File: src/rtl/pipe_ctrl_pkg.sv
// pipe_ctrl_pkg: shared state encoding, NOP control fields and counter sizing for pipe_sequencer
package pipe_ctrl_pkg;
  typedef enum logic [2:0] {
    FILL     = 3'd0,
    RUN      = 3'd1,
    CTRL_EXE = 3'd2,
    CTRL_WB  = 3'd3,
    REFILL   = 3'd4,
    MUL_WAIT = 3'd5
  } seq_state_e;
  typedef struct packed {
    logic has_wb;
    logic is_jump;
    logic is_mult;
  } ctrl_fields_t;
  localparam ctrl_fields_t NOP_FIELDS = '{has_wb: 1'b0, is_jump: 1'b0, is_mult: 1'b0};
  function automatic int cnt_w(input int lat);
    return lat > 1 ? $clog2(lat) : 1;
  endfunction
endpackage

File: src/rtl/stall_counter.sv
// stall_counter: loadable down-counter that saturates at zero, timing the multiplier wait
module stall_counter
  import pipe_ctrl_pkg::*;
#(
  parameter int MUL_LAT = 2
) (
  input  logic CLK,
  input  logic RST,
  input  logic load,
  input  logic dec,
  output logic zero
);
  localparam int W = cnt_w(MUL_LAT);
  logic [W-1:0] cnt_q, cnt_d;
  always_comb cnt_d = load ? W'(MUL_LAT - 1) : (dec && cnt_q != '0) ? cnt_q - W'(1) : cnt_q;
  always_ff @(posedge CLK or negedge RST) begin
    if (!RST) cnt_q <= '0;
    else cnt_q <= cnt_d;
  end
  assign zero = cnt_q == '0;
endmodule

File: src/rtl/pipe_sequencer.sv
// pipe_sequencer: single scheduler driving PC, Dec/Exe, Exe/WB and register-bank enables
module pipe_sequencer
  import pipe_ctrl_pkg::*;
#(
  parameter int MUL_LAT = 2
) (
  input  logic       CLK,
  input  logic       RST,
  input  logic       hold,
  input  logic       dec_has_stall,
  input  logic       dec_is_mult,
  input  logic       exe_is_jump,
  input  logic       exe_has_stall,
  input  logic       exe_flag_z,
  input  logic       wb_has_wb,
  output logic       pc_wr,
  output logic       pc_sel_ext,
  output logic       dec_exe_wr,
  output logic       dec_exe_bubble,
  output logic       exe_wb_wr,
  output logic       reg_bank_wr,
  output logic [2:0] seq_state
);
  seq_state_e state_q, state_d;
  logic taken_q, taken_d, dv_q, dv_d, wv_q, wv_d;
  logic mul_load, mul_dec, mul_zero;
  stall_counter #(.MUL_LAT(MUL_LAT)) u_stall (
    .CLK(CLK), .RST(RST), .load(mul_load), .dec(mul_dec), .zero(mul_zero)
  );
  always_comb begin
    state_d = state_q;
    taken_d = taken_q;
    pc_wr = 1'b0;
    pc_sel_ext = 1'b0;
    dec_exe_wr = 1'b0;
    dec_exe_bubble = 1'b0;
    exe_wb_wr = 1'b0;
    mul_load = 1'b0;
    mul_dec = 1'b0;
    case (state_q)
      FILL: state_d = RUN;
      RUN: begin
        dec_exe_wr = 1'b1;
        exe_wb_wr = 1'b1;
        pc_wr = !(dec_has_stall || dec_is_mult);
        mul_load = !dec_has_stall && dec_is_mult;
        state_d = dec_has_stall ? CTRL_EXE : dec_is_mult ? MUL_WAIT : RUN;
      end
      CTRL_EXE: begin
        dec_exe_wr = 1'b1;
        dec_exe_bubble = 1'b1;
        exe_wb_wr = 1'b1;
        taken_d = exe_is_jump || (exe_has_stall && exe_flag_z);
        state_d = CTRL_WB;
      end
      CTRL_WB: begin
        dec_exe_wr = 1'b1;
        dec_exe_bubble = 1'b1;
        exe_wb_wr = 1'b1;
        pc_wr = taken_q;
        pc_sel_ext = taken_q;
        state_d = taken_q ? REFILL : RUN;
      end
      REFILL: begin
        dec_exe_wr = 1'b1;
        dec_exe_bubble = 1'b1;
        exe_wb_wr = 1'b1;
        state_d = RUN;
      end
      MUL_WAIT: begin
        pc_wr = mul_zero;
        dec_exe_wr = mul_zero;
        exe_wb_wr = mul_zero;
        mul_dec = !mul_zero;
        state_d = mul_zero ? RUN : MUL_WAIT;
      end
      default: state_d = FILL;
    endcase
    // Freeze is total: no enable fires and no state element advances.
    if (hold) begin
      state_d = state_q;
      taken_d = taken_q;
      pc_wr = 1'b0;
      pc_sel_ext = 1'b0;
      dec_exe_wr = 1'b0;
      dec_exe_bubble = 1'b0;
      exe_wb_wr = 1'b0;
      mul_load = 1'b0;
      mul_dec = 1'b0;
    end
    dv_d = dec_exe_wr ? !dec_exe_bubble : dv_q;
    wv_d = exe_wb_wr ? dv_q : wv_q;
    reg_bank_wr = wv_q && wb_has_wb && !hold && state_q != FILL;
  end
  always_ff @(posedge CLK or negedge RST) begin
    if (!RST) begin
      state_q <= FILL;
      taken_q <= 1'b0;
      dv_q <= 1'b0;
      wv_q <= 1'b0;
    end else begin
      state_q <= state_d;
      taken_q <= taken_d;
      dv_q <= dv_d;
      wv_q <= wv_d;
    end
  end
  assign seq_state = state_q;
endmodule

File: config.mk
export PLATFORM = sky130hd
export DESIGN_NAME = pipe_sequencer
export DESIGN_NICKNAME = d
export VERILOG_FILES = /design/src/rtl/pipe_ctrl_pkg.sv /design/src/rtl/stall_counter.sv /design/src/rtl/pipe_sequencer.sv
export SDC_FILE = /design/constraint.sdc
export NUM_CORES = 1
export LEC_CHECK = 0
export CAP_MARGIN = 20
export CORE_AREA = 8 8 46 48
export DETAILED_ROUTE_END_ITERATION = 8
export DIE_AREA = 0 0 54 56
export PLACE_DENSITY = 0.69
export SLEW_MARGIN = 20
export SYNTH_ARGS = -nofsm -noshare
export SYNTH_HDL_FRONTEND = slang
export SYNTH_SLANG_ARGS = --single-unit
export TNS_END_PERCENT = 20
File: constraint.sdc
create_clock -name CLK -period 1.16 [get_ports CLK]
set_input_delay 0.232 -clock CLK [delete_from_list [all_inputs] [get_ports CLK]]
set_output_delay 0.232 -clock CLK [all_outputs]
set_load 0.01 [all_outputs]
# ---- Word level (Yosys, flattened, before mapping)
# Index checks and enable logic that the tools add are counted.
dict set report word_totals {
  register_bits 7
  elab_cells 51
}
dict set report classes {
  addsub 1
  reduce_logical 19
  bitwise 2
  mux 19
  n_eq_ne 5
}
# op n
set ops {}
lappend ops {{case mux 3 bit (5 select lines)} 1}
lappend ops {{two-way mux 1 bit} 12}
lappend ops {{two-way mux 3 bit} 4}
lappend ops {{equality test 3 x 2 -> 1 bit, second input constant} 2}
lappend ops {{equality test 3 bit, second input constant} 2}
lappend ops {{logical AND 1 bit} 6}
lappend ops {{logical NOT 1 bit} 4}
lappend ops {{OR reduction 4 bit} 1}
lappend ops {{equality test 3 x 1 -> 1 bit, second input constant} 1}
lappend ops {{logical NOT 3 bit} 1}
lappend ops {{case mux 1 bit (3 select lines)} 1}
lappend ops {{nonzero test 3 bit} 1}
lappend ops {{OR reduction 3 bit} 1}
lappend ops {{logical OR 1 bit} 2}
lappend ops {{inverter 1 bit} 2}
lappend ops {{case mux 1 bit (2 select lines)} 1}
lappend ops {{AND reduction 2 bit} 1}
lappend ops {{nonzero test 2 bit} 1}
lappend ops {{OR reduction 2 bit} 1}
lappend ops {{subtractor 1 bit, second input constant} 1}

# ---- Depth between registers and ports, before layout
# Gate-level depths: netlist of the first run.
dict set report logic_depth {
  depth_word 6
  ltp_mapped 5
  mapped_depth_nobuf 3
}

# ---- Hierarchy
# From an unflattened synthesis of the first run, not the netlist that was laid out.
dict set report unflattened {
  hier_cells 59
  hier_area_um2 523.0
}
# module cells_each n_inst area_per_inst_um2
set modules_own_cells {}
lappend modules_own_cells {pipe_sequencer 56 1 483.0}
lappend modules_own_cells {stall_counter 3 1 40.0}

# ---- Least setup slack after synthesis of the first run
# Ideal clock, no wire load.
dict set report synth_path {
  kind {flip-flop to output port}
  start {register state_q[1] (netlist: seq_state[1])}
  end {output pc_wr}
  t_arrival_ns 1.210
  path_stages_with_launch 5
  slack_ns -0.282
  cell_sequence {dfrtp_1 > buf_4 > inv_2 > nor4_2 > a21o_1}
}
dict set report synth_between {
  elab_chain_len 3
  elab_cells_between_ends 5
  cone_classes {3 x eq/ne; 2 x mux}
}
# item line_no
set synth_rtl {}
lappend synth_rtl {{from (decl)} pipe_sequencer.sv:24} ;# seq_state_e state_q, state_d;
lappend synth_rtl {{from (signal assigned)} pipe_sequencer.sv:102} ;# state_q <= state_d;
lappend synth_rtl {{equality test 3 bit (tied with other cells)} pipe_sequencer.sv:40} ;# case (state_q)
lappend synth_rtl {{case mux 1 bit (3 select lines) (*)} pipe_sequencer.sv:40}
lappend synth_rtl {{two-way mux 1 bit (*)} pipe_sequencer.sv:80} ;# if (hold) begin
lappend synth_rtl {{to (decl)} pipe_sequencer.sv:16} ;# output logic pc_wr,
# Mark *: on every way between the ends. The rest lies on a longest branch, timed or not.

# ---- Final worst setup path of the first run
dict set report layout_path {
  start {register state_q[2] (netlist: seq_state[2])}
  end {output exe_wb_wr}
}
dict set report layout_between {
  elab_chain_len 4
  elab_cells_between_ends 8
  cone_classes {5 x eq/ne; 2 x mux; 1 x reduce/logical}
}
# item line_no
set layout_rtl {}
lappend layout_rtl {{equality test 3 bit (tied with other cells)} pipe_sequencer.sv:40}
lappend layout_rtl {{OR reduction 4 bit (no source line)} n/a}
lappend layout_rtl {{case mux 1 bit (2 select lines) (*)} pipe_sequencer.sv:40}
lappend layout_rtl {{two-way mux 1 bit (*)} pipe_sequencer.sv:80}
lappend layout_rtl {{to (decl)} pipe_sequencer.sv:20} ;# output logic exe_wb_wr,
# Marks and branches as above.

==> summary.md, run 1 <==
| Metric | Value |
|---|---|
| Avg Vias per Cell | 5.22 |
| Critical Path, Cell by Cell | buf_6 -> nor3_4 -> buf_6 -> a211oi_4 -> buf_2 |
| Compound-Gate Fraction of Synth Area | 25.9% |
| Clk_lat worst skew | 0.26 ns |
| DP HPWL | 1.06 mm |
| Cts hold-fix bufs | 0 |
| I/O pin count | 18 |
| Initial antenna violation count | 0 |
| Fill cell count | 120 |
| Synth top area cells | dfrtp_1 35%, a21oi_1 6.0%, buf_4 6.0% |
| DR WL/cell | 14.6 um |
| Count leader, synth | dfrtp_1 |
| Power density cells | 2580 mW/mm2 |
| Async set or reset register ratio after synthesis | 100% |
| Initial DRC count | 12 |
| Post-route cell area | 895 um2 |
| CTS Root Cell | clkbuf_4 |
| Mapped Area | 498 um2 |
| Nets | 104 |
| Crit path buffers/inverters | 3 |
| Synth Instances | 56 |
| H-tree levels | 1 |
| Skew final | 0.00831 ns |
| CTS sink cnt | 7 |
| Register area share after synthesis | 35.2% |
| Top post-synthesis cells by count | 7 x dfrtp_1, 6 x a21oi_1, 5 x nor2_1 |
| Routability cong. | 0.740 |
| Total core area | 0.00144 mm2 |
| Yosys reg bits | 7 |
| Syn. warnings | 0 |
| Register-to-register setup slack | -0.33 ns |
| Detailed-route via count | 574 |
| Crit path depth | 5 |
| First-pass GRT wire length | 2.67 mm |
| Layout Cells excl Fill | 110 |
| Post-synth top area share | 35.2% |
| Final hold vios | 0 |
| Area growth, synth to finish | 79.6% |
| Final setup margin | -0.428 ns |
| Clk buf depth | 2 |
| # setup viols final | 15 |
| Largest family of logic cells by synthesized area | compound AO/OA/AOI/OAI gates |
| Die Span X | 54 um |
| Layout cells sized above 1 | 48.9% |
| Slew margin rel. | 75.8% |
| Placed Area | 777 um2 |
| Status | finished with violations |
| CP most frequent cell | buf_6 |
| ANT cells | 0 |
| Leak | 0.415 nW |
| Largest net degree at the start of global routing | 12 |
| Startpoint types | register |
| Fin Setup TNS | -3.27 ns |
| Max Slew Vio Count | 0 |
| TritonRoute pass-1 iters | 3 |
| Post-synth top flop | dfrtp_1 |
| Number of synthesized flops with an enable pin | 0 |
| CTS Buf Count | 3 |
| Critical path's largest stage delay | 0.45 ns |
| Synth area leader | dfrtp_1 |
| # DRC | 0 |
| Post-DRT Antenna Nets | 0 |
| Pre-CTS WS | -0.870 ns |
| Setup crit end kind | output pin |
| Max rail drop VDD | 1.55 mV |
| CP arrival | 1.36 ns |
| Starting Density | 34.7% |
| Slew of the pin with the lowest slew margin | 0.362 ns |
| XOR/XNOR Fraction of Synth Area | 0% |
| Tmin final | 1.59 ns |
| Crit Path Class | reg -> out |
| GR Util All Layers | 11.4% |
| Simple-gate area share of the yosys netlist | 25.1% |
| Syn nets | 65 |
| Hold Slack | 0.248 ns |
| Unique masters post-synth | 28 |
| Worst path slowest cell | dfrtp_2 |
| Number of global-route vias before repair | 569 |
| Failing checks | negative setup slack |
| Top delay family on crit path | flip-flops |
| Routed WL | 1.61 mm |
| Cell count after placement | 98 |
| Max Cap Viol | 0 |
| Required @ worst endpoint | 0.93 ns |
| Crit share post-route | 137% |
| Worst-path maximum fanout | 5 |
| Max Fclk | 630 MHz |
| Remaining global-route overflow | 0 |
| Post-synthesis mux area share | 4.27% |
| Worst Hold Class | in -> async |
| Die Y | 56 um |
| RSZ-0062 raised after global routing | yes |
| Die ar. | 0.00302 mm2 |
| Clk pin slew, worst setup/hold paths | 0.06 ns |
| Footprint of the multi-input gates | 328 um2 |
| R2R cell count | 6 |
| Post-Synth Adder-Cell Area | 0% |
| CTS tree | yes |
| Site Rows | 14 |
| Port Buf Inserts | 17 |
| Register area | 178 um2 |
| Syn Area/Cell | 8.89 um2 |
-- metrics by stage --
step	utilization [%]	total power, W
floorplan	-	0.00118
global placement	54.1	0.00170
detailed placement	54.1	0.00172
CTS	60.1	0.00220
global route	62.3	0.00249
finish	62.3	0.00231
-- flip-flops by register name, indices dropped and copies added (netlist names) --
name and cells:
dv_q 1, seq_state 3, taken_q 1, u_stall.cnt_q 1, wv_q 1
-- metal layers --
metal	global-route usage [%]	share of wire [%]	vias up
li1	-	-	280
met4	2.11	0	0
met2	18.4	53	13
met5	0	0	-
met1	13.2	39	281
met3	5.35	8.9	0
-- kinds of logic (layout without fill, tap and decap cells) --
family / after synthesis / after routing
buffers and inverters: 8 / 46
and+or+nand+nor: 19 / 19
AOI/OAI and AO/OA: 20 / 20
DFF: 7 / 7
muxes: 2 / 2
-- layout by cell type, fill, tap and decap left out --
master / n
a211oi_1: 1
a211oi_4: 1
a21o_1: 3
a21oi_1: 6
a31oi_1: 1
buf_2: 7
buf_4: 16
buf_6: 9
clkbuf_1: 1
clkbuf_4: 3
clkdlybuf4s50_1: 7
dfrtp_1: 5
dfrtp_2: 2
dlygate4sd2_1: 1
inv_1: 1
inv_2: 1
mux2_4: 1
mux2i_1: 1
nand2_1: 4
nand2b_1: 1
nand3b_1: 1
nor2_1: 5
nor2b_1: 1
nor3_1: 1
nor3_4: 1
nor3b_2: 1
nor3b_4: 1
nor4_4: 1
nor4b_4: 1
o21ai_1: 4
o221ai_2: 1
o22ai_1: 1
o31ai_1: 2
or3b_1: 1
-- final cells by class --
type | count | area share (%)
clock buffers | 4 | 2.94
inverters | 2 | 0.839
multi-input cells | 41 | 36.6
flip-flops and latches | 7 | 19.9
well taps | 16 | 2.24
repair buffers | 40 | 37.5
-- power by group --
group / switching (W) / internal [W] / leakage [nW]
clock network: 0.000100 / 0.000132 / 0.0150
registers: 0.000140 / 0.000366 / 0.0817
logic: 0.000675 / 0.000895 / 0.318
total: 0.000915 / 0.00139 / 0.415
-- path summary, 6_finish.rpt --
path | end | start
setup / recovery | exe_wb_wr | seq_state[2]
hold / removal | wv_q | RST
setup reg to reg | wv_q | seq_state[2]
hold reg to reg | wv_q | wv_q
max in group asynchronous | seq_state[2] | RST
min in group CLK | wv_q | wv_q
-- what timing repair did --
action	4_1_cts	5_1_grt
endpoints found under the setup margin	15	16
gates resized for setup	49	5
buffers inserted	7	1
pin swaps	6	2
(Power assumes the default switching activity.)
==> run 2, diff against run 1 <==
SKIP_CTS_REPAIR_TIMING = 1   (was default)
==> summary.md, run 2 (synthesis gave the netlist of run 1 again) <==
| Metric | Value |
|---|---|
| CP arrival | 1.37 ns |
| Register-to-register setup slack | -0.35 ns |
| CTS sink cnt | 7 |
| Slew margin rel. | 75.4% |
| Initial antenna violation count | 0 |
| Critical Path, Cell by Cell | buf_6 -> buf_6 -> nor3_4 -> a211oi_4 -> buf_2 |
| ANT cells | 0 |
| Nets | 100 |
| Clk buf depth | 2 |
| Post-route cell area | 845 um2 |
| Total Power | 0.00209 W |
| Die Y | 56 um |
| Setup crit end kind | output pin |
| Port Buf Inserts | 17 |
| CTS Root Cell | clkbuf_4 |
| R2R cell count | 6 |
| # DRC | 0 |
| CTS Buf Count | 3 |
| Avg Vias per Cell | 5.08 |
| GR Util All Layers | 9.94% |
| Largest net degree at the start of global routing | 12 |
| Area growth, synth to finish | 69.6% |
| Remaining global-route overflow | 0 |
| Power density cells | 2480 mW/mm2 |
| Crit path from | seq_state[2] |
| Crit Path Class | reg -> out |
| CTS tree | yes |
| Detailed-route via count | 539 |
| Hold Slack | 0.255 ns |
| Status | finished with violations |
| First-pass GRT wire length | 2.32 mm |
| Most frequent cells in the layout | 15 x buf_4, 7 x clkdlybuf4s50_1, 6 x a21oi_1 |
| Tmin final | 1.61 ns |
| Worst-path maximum fanout | 8 |
| Worst path slowest cell | dfrtp_2 |
| Top delay family on crit path | buffers and inverters |
| Number of flip-flops in the largest register | 3 |
| Required @ worst endpoint | 0.93 ns |
| Startpoint types | register |
| Failing checks | negative setup slack |
| Post-DRT Antenna Nets | 0 |
| Routability cong. | 0.740 |
| RSZ-0062 raised after global routing | yes |
| Placed Area | 777 um2 |
| Critical path's largest stage delay | 0.41 ns |
| Max Cap Viol | 0 |
| Max Slew Vio Count | 0 |
| CP most frequent cell | buf_6 |
| Total core area | 0.00144 mm2 |
| I/O pin count | 18 |
| Number of global-route vias before repair | 513 |
| Final setup margin | -0.446 ns |
| Clk pin slew, worst setup/hold paths | 0.06 ns |
| Routed WL | 1.50 mm |
| Reg-to-reg startpoint | seq_state[2] |
| Die Span X | 54 um |
| Leak | 0.400 nW |
| Initial DRC count | 12 |
| Crit path buffers/inverters | 3 |
| Worst Hold Class | in -> async |
| Max rail drop VDD | 1.64 mV |
| TritonRoute pass-1 iters | 4 |
| # setup viols final | 13 |
| Die ar. | 0.00302 mm2 |
| Leading cell type in the layout, fill and taps excluded | buf_4 |
| Fin util | 58.8% |
| Crit share post-route | 138% |
| H-tree levels | 1 |
| Slew of the pin with the lowest slew margin | 0.369 ns |
| Skew final | 0.00656 ns |
| Starting Density | 34.7% |
| Site Rows | 14 |
| Final hold vios | 0 |
| DP HPWL | 1.06 mm |
| DR WL/cell | 14.1 um |
| Reg2reg end | wv_q |
| Clk_lat worst skew | 0.25 ns |
| Max Fclk | 622 MHz |
| Layout cells sized above 1 | 45.6% |
## run 2: cell types whose count changed in the layout (fill, tap and decap cells not counted), sizes merged
cell / before / now
dlygate4sd2: 1 / 0
dlymetal6s2s: 0 / 2
buf: 32 / 24
clkbuf: 4 / 7
## run 2: worst max-delay path by stage
stage / end / cells past startpoint
floorplan: wv_q / 3
global placement: pc_wr / 4
detailed placement: pc_wr / 4
CTS: pc_wr / 4
global route: exe_wb_wr / 5
finish: exe_wb_wr / 5
## run 2: report_power, final
part	internal [W]	switching [W]
registers	0.000366	0.000109
logic	0.000748	0.000640
clock network	0.000132	0.0000967
## run 2: routing by layer
layer  track usage, %  part of all wire [%]  up-vias  wire length, um
met5                0                     0        -                0
met4             2.11                     0        0                0
met3             5.35                   9.3        0              139
met2             16.1                    50       12              753
met1             11.0                    40      255              602
li1                 -                     -      272                -
## run 2: final cells by class
cell class	instances	area, um2
clock buffers	4	26.3
flip-flops and latches	7	178
multi-input cells	41	320
repair buffers	36	293
fillers	131	592
well taps	16	20.0
inverters	2	7.51
## run 2: worst register-to-register path, stage by stage, from the launching register on
cell	delay, ns
dfrtp_2	0.41
buf_6	0.15
buf_6	0.12
nor3_4	0.23
a211oi_4	0.06
buf_4	0.15
mux2_4	0.28
## run 2: through the flow
stage | TNS [ns] | worst slack (ns) | std cells
after global routing | -4.10 | -0.501 | 106
after CTS | -7.87 | -0.876 | 102
after floorplan | -0.921 | -0.237 | 56
after global placement | -7.53 | -0.802 | 98
final | -3.23 | -0.446 | 106
after detailed placement | -7.88 | -0.870 | 98
==> run 3, diff against run 2 <==
GPL_ROUTABILITY_DRIVEN = 0   (was default)
PLACE_DENSITY = default   (was 0.69)
PLACE_DENSITY_LB_ADDON = 0.08   (was default)
==> summary.md, run 3 (synthesis gave the netlist of run 1 again) <==
| Metric | Value |
|---|---|
| Port Buf Inserts | 17 |
| Slew of the pin with the lowest slew margin | 0.335 ns |
| Crit path buffers/inverters | 2 |
| Number of flip-flops in the largest register | 3 |
| Post-DRT Antenna Nets | 0 |
| # setup viols final | 14 |
| Nets | 105 |
| Initial antenna violation count | 0 |
| Skew final | 0.0142 ns |
| Max Fclk | 602 MHz |
| Tmin final | 1.66 ns |
| Final hold vios | 0 |
| Status | finished with violations |
| I/O pin count | 18 |
| Clk_lat worst skew | 0.26 ns |
| Die Y | 56 um |
| Register area | 176 um2 |
| DR WL/cell | 13.2 um |
| Clk buf depth | 2 |
| ANT cells | 0 |
| Die Span X | 54 um |
| Critical Path, Cell by Cell | buf_4 -> a21o_1 -> a211oi_4 -> buf_2 |
| CTS Buf Count | 3 |
| Placed Area | 807 um2 |
| Starting Density | 34.7% |
| Most frequent cells in the layout | 22 x buf_4, 8 x clkdlybuf4s50_1, 6 x a21oi_1, 6 x dfrtp_1, 5 x nor2_1 |
| CTS Root Cell | clkbuf_4 |
| Site Rows | 14 |
| Max Slew Vio Count | 0 |
| Footprint of the multi-input gates | 310 um2 |
| CTS tree | yes |
| Setup crit end kind | output pin |
| Worst Hold Class | in -> async |
| Die ar. | 0.00302 mm2 |
| Leading cell type in the layout, fill and taps excluded | buf_4 |
| Total Power | 0.00217 W |
| Largest net degree at the start of global routing | 12 |
| CP arrival | 1.43 ns |
| Top delay family on crit path | flip-flops |
| H-tree levels | 1 |
| Remaining global-route overflow | 0 |
| Crit Path Class | reg -> out |
| Initial DRC count | 6 |
| First-pass GRT wire length | 2.41 mm |
| Final setup margin | -0.502 ns |
| Layout cells sized above 1 | 44.2% |
| # DRC | 0 |
| Crit share post-route | 143% |
| Area growth, synth to finish | 76.1% |
| Clk pin slew, worst setup/hold paths | 0.06 ns |
| TritonRoute pass-1 iters | 4 |
| Fill cell count | 131 |
| Worst-path maximum fanout | 5 |
| Post-route cell area | 877 um2 |
| Failing checks | negative setup slack |
| Critical path's largest stage delay | 0.44 ns |
| Required @ worst endpoint | 0.93 ns |
| RSZ-0062 raised after global routing | yes |
| Slew margin rel. | 77.6% |
| Power density cells | 2480 mW/mm2 |
| Number of global-route vias before repair | 561 |
| GR Util All Layers | 10.4% |
| Total core area | 0.00144 mm2 |
| Startpoint types | register |
| DP HPWL | 1.08 mm |
| Leak | 0.446 nW |
| Avg Vias per Cell | 4.94 |
| Max Cap Viol | 0 |
| Max rail drop VDD | 1.07 mV |
| Routed WL | 1.47 mm |
| CTS sink cnt | 7 |
| Worst path slowest cell | dfrtp_1 |
| Detailed-route via count | 548 |
## run 3: cell count changes in the layout (fill, tap and decap cells not counted), sizes merged
cell / previous run / this run
buf: 24 / 27
clkbuf: 7 / 6
clkdlybuf4s50: 7 / 8
clkinv: 0 / 1
dlymetal6s2s: 2 / 3
## run 3: through the flow
| stage | TNS, ns | std cells | hold WS [ns] | setup slack, ns | utilization [%] |
|---|---|---|---|---|---|
| 2_1_floorplan | -0.921 | 56 | -0.0636 | -0.237 | - |
| 3_3_place_gp | -7.56 | 102 | 0.476 | -0.783 | 56.2 |
| 3_5_place_dp | -7.67 | 102 | 0.494 | -0.795 | 56.2 |
| 4_1_cts | -8.03 | 106 | 0.234 | -0.900 | 58.1 |
| 5_1_grt | -5.06 | 111 | 0.247 | -0.578 | 61.1 |
| 6_report | -4.02 | 111 | 0.229 | -0.502 | 61.1 |
## run 3: final timing paths
path,from,end,slack (ns),depth (start not counted)
setup / recovery,seq_state[0],dec_exe_wr,-0.50,4
hold / removal,RST,dv_q,0.23,1
setup reg to reg,seq_state[0],wv_q,-0.38,5
hold reg to reg,wv_q,wv_q,0.52,1
max in group asynchronous,RST,seq_state[2],0.66,1
min in group CLK,wv_q,wv_q,0.52,1
## run 3: where the power goes
group,internal [W],switching (W)
Combinational,0.000825,0.000656
Sequential,0.000363,0.0000972
Clock,0.000127,0.000104
Total,0.00131,0.000858
## run 3: final cells by class
| type | count | share of cell area [%] |
|---|---|---|
| sequential | 7 | 20.1 |
| timing repair buffer | 41 | 38.2 |
| inverter | 2 | 0.856 |
| multi-input combinational | 41 | 35.4 |
| clock inverter | 1 | 0.571 |
| tap | 16 | 2.28 |
| clock buffer | 3 | 2.57 |
## run 3: layer usage
layer  part of all wire (%)  up-vias  global-route usage (%)  routed length (um)
met5                      0        -                       0                   0
met4                    2.0        0                    7.39                  29
met3                    5.9        4                    3.21                  86
met2                     49       14                    15.3                 723
met1                     43      247                    12.0                 626
li1                       -      283                       -                   -
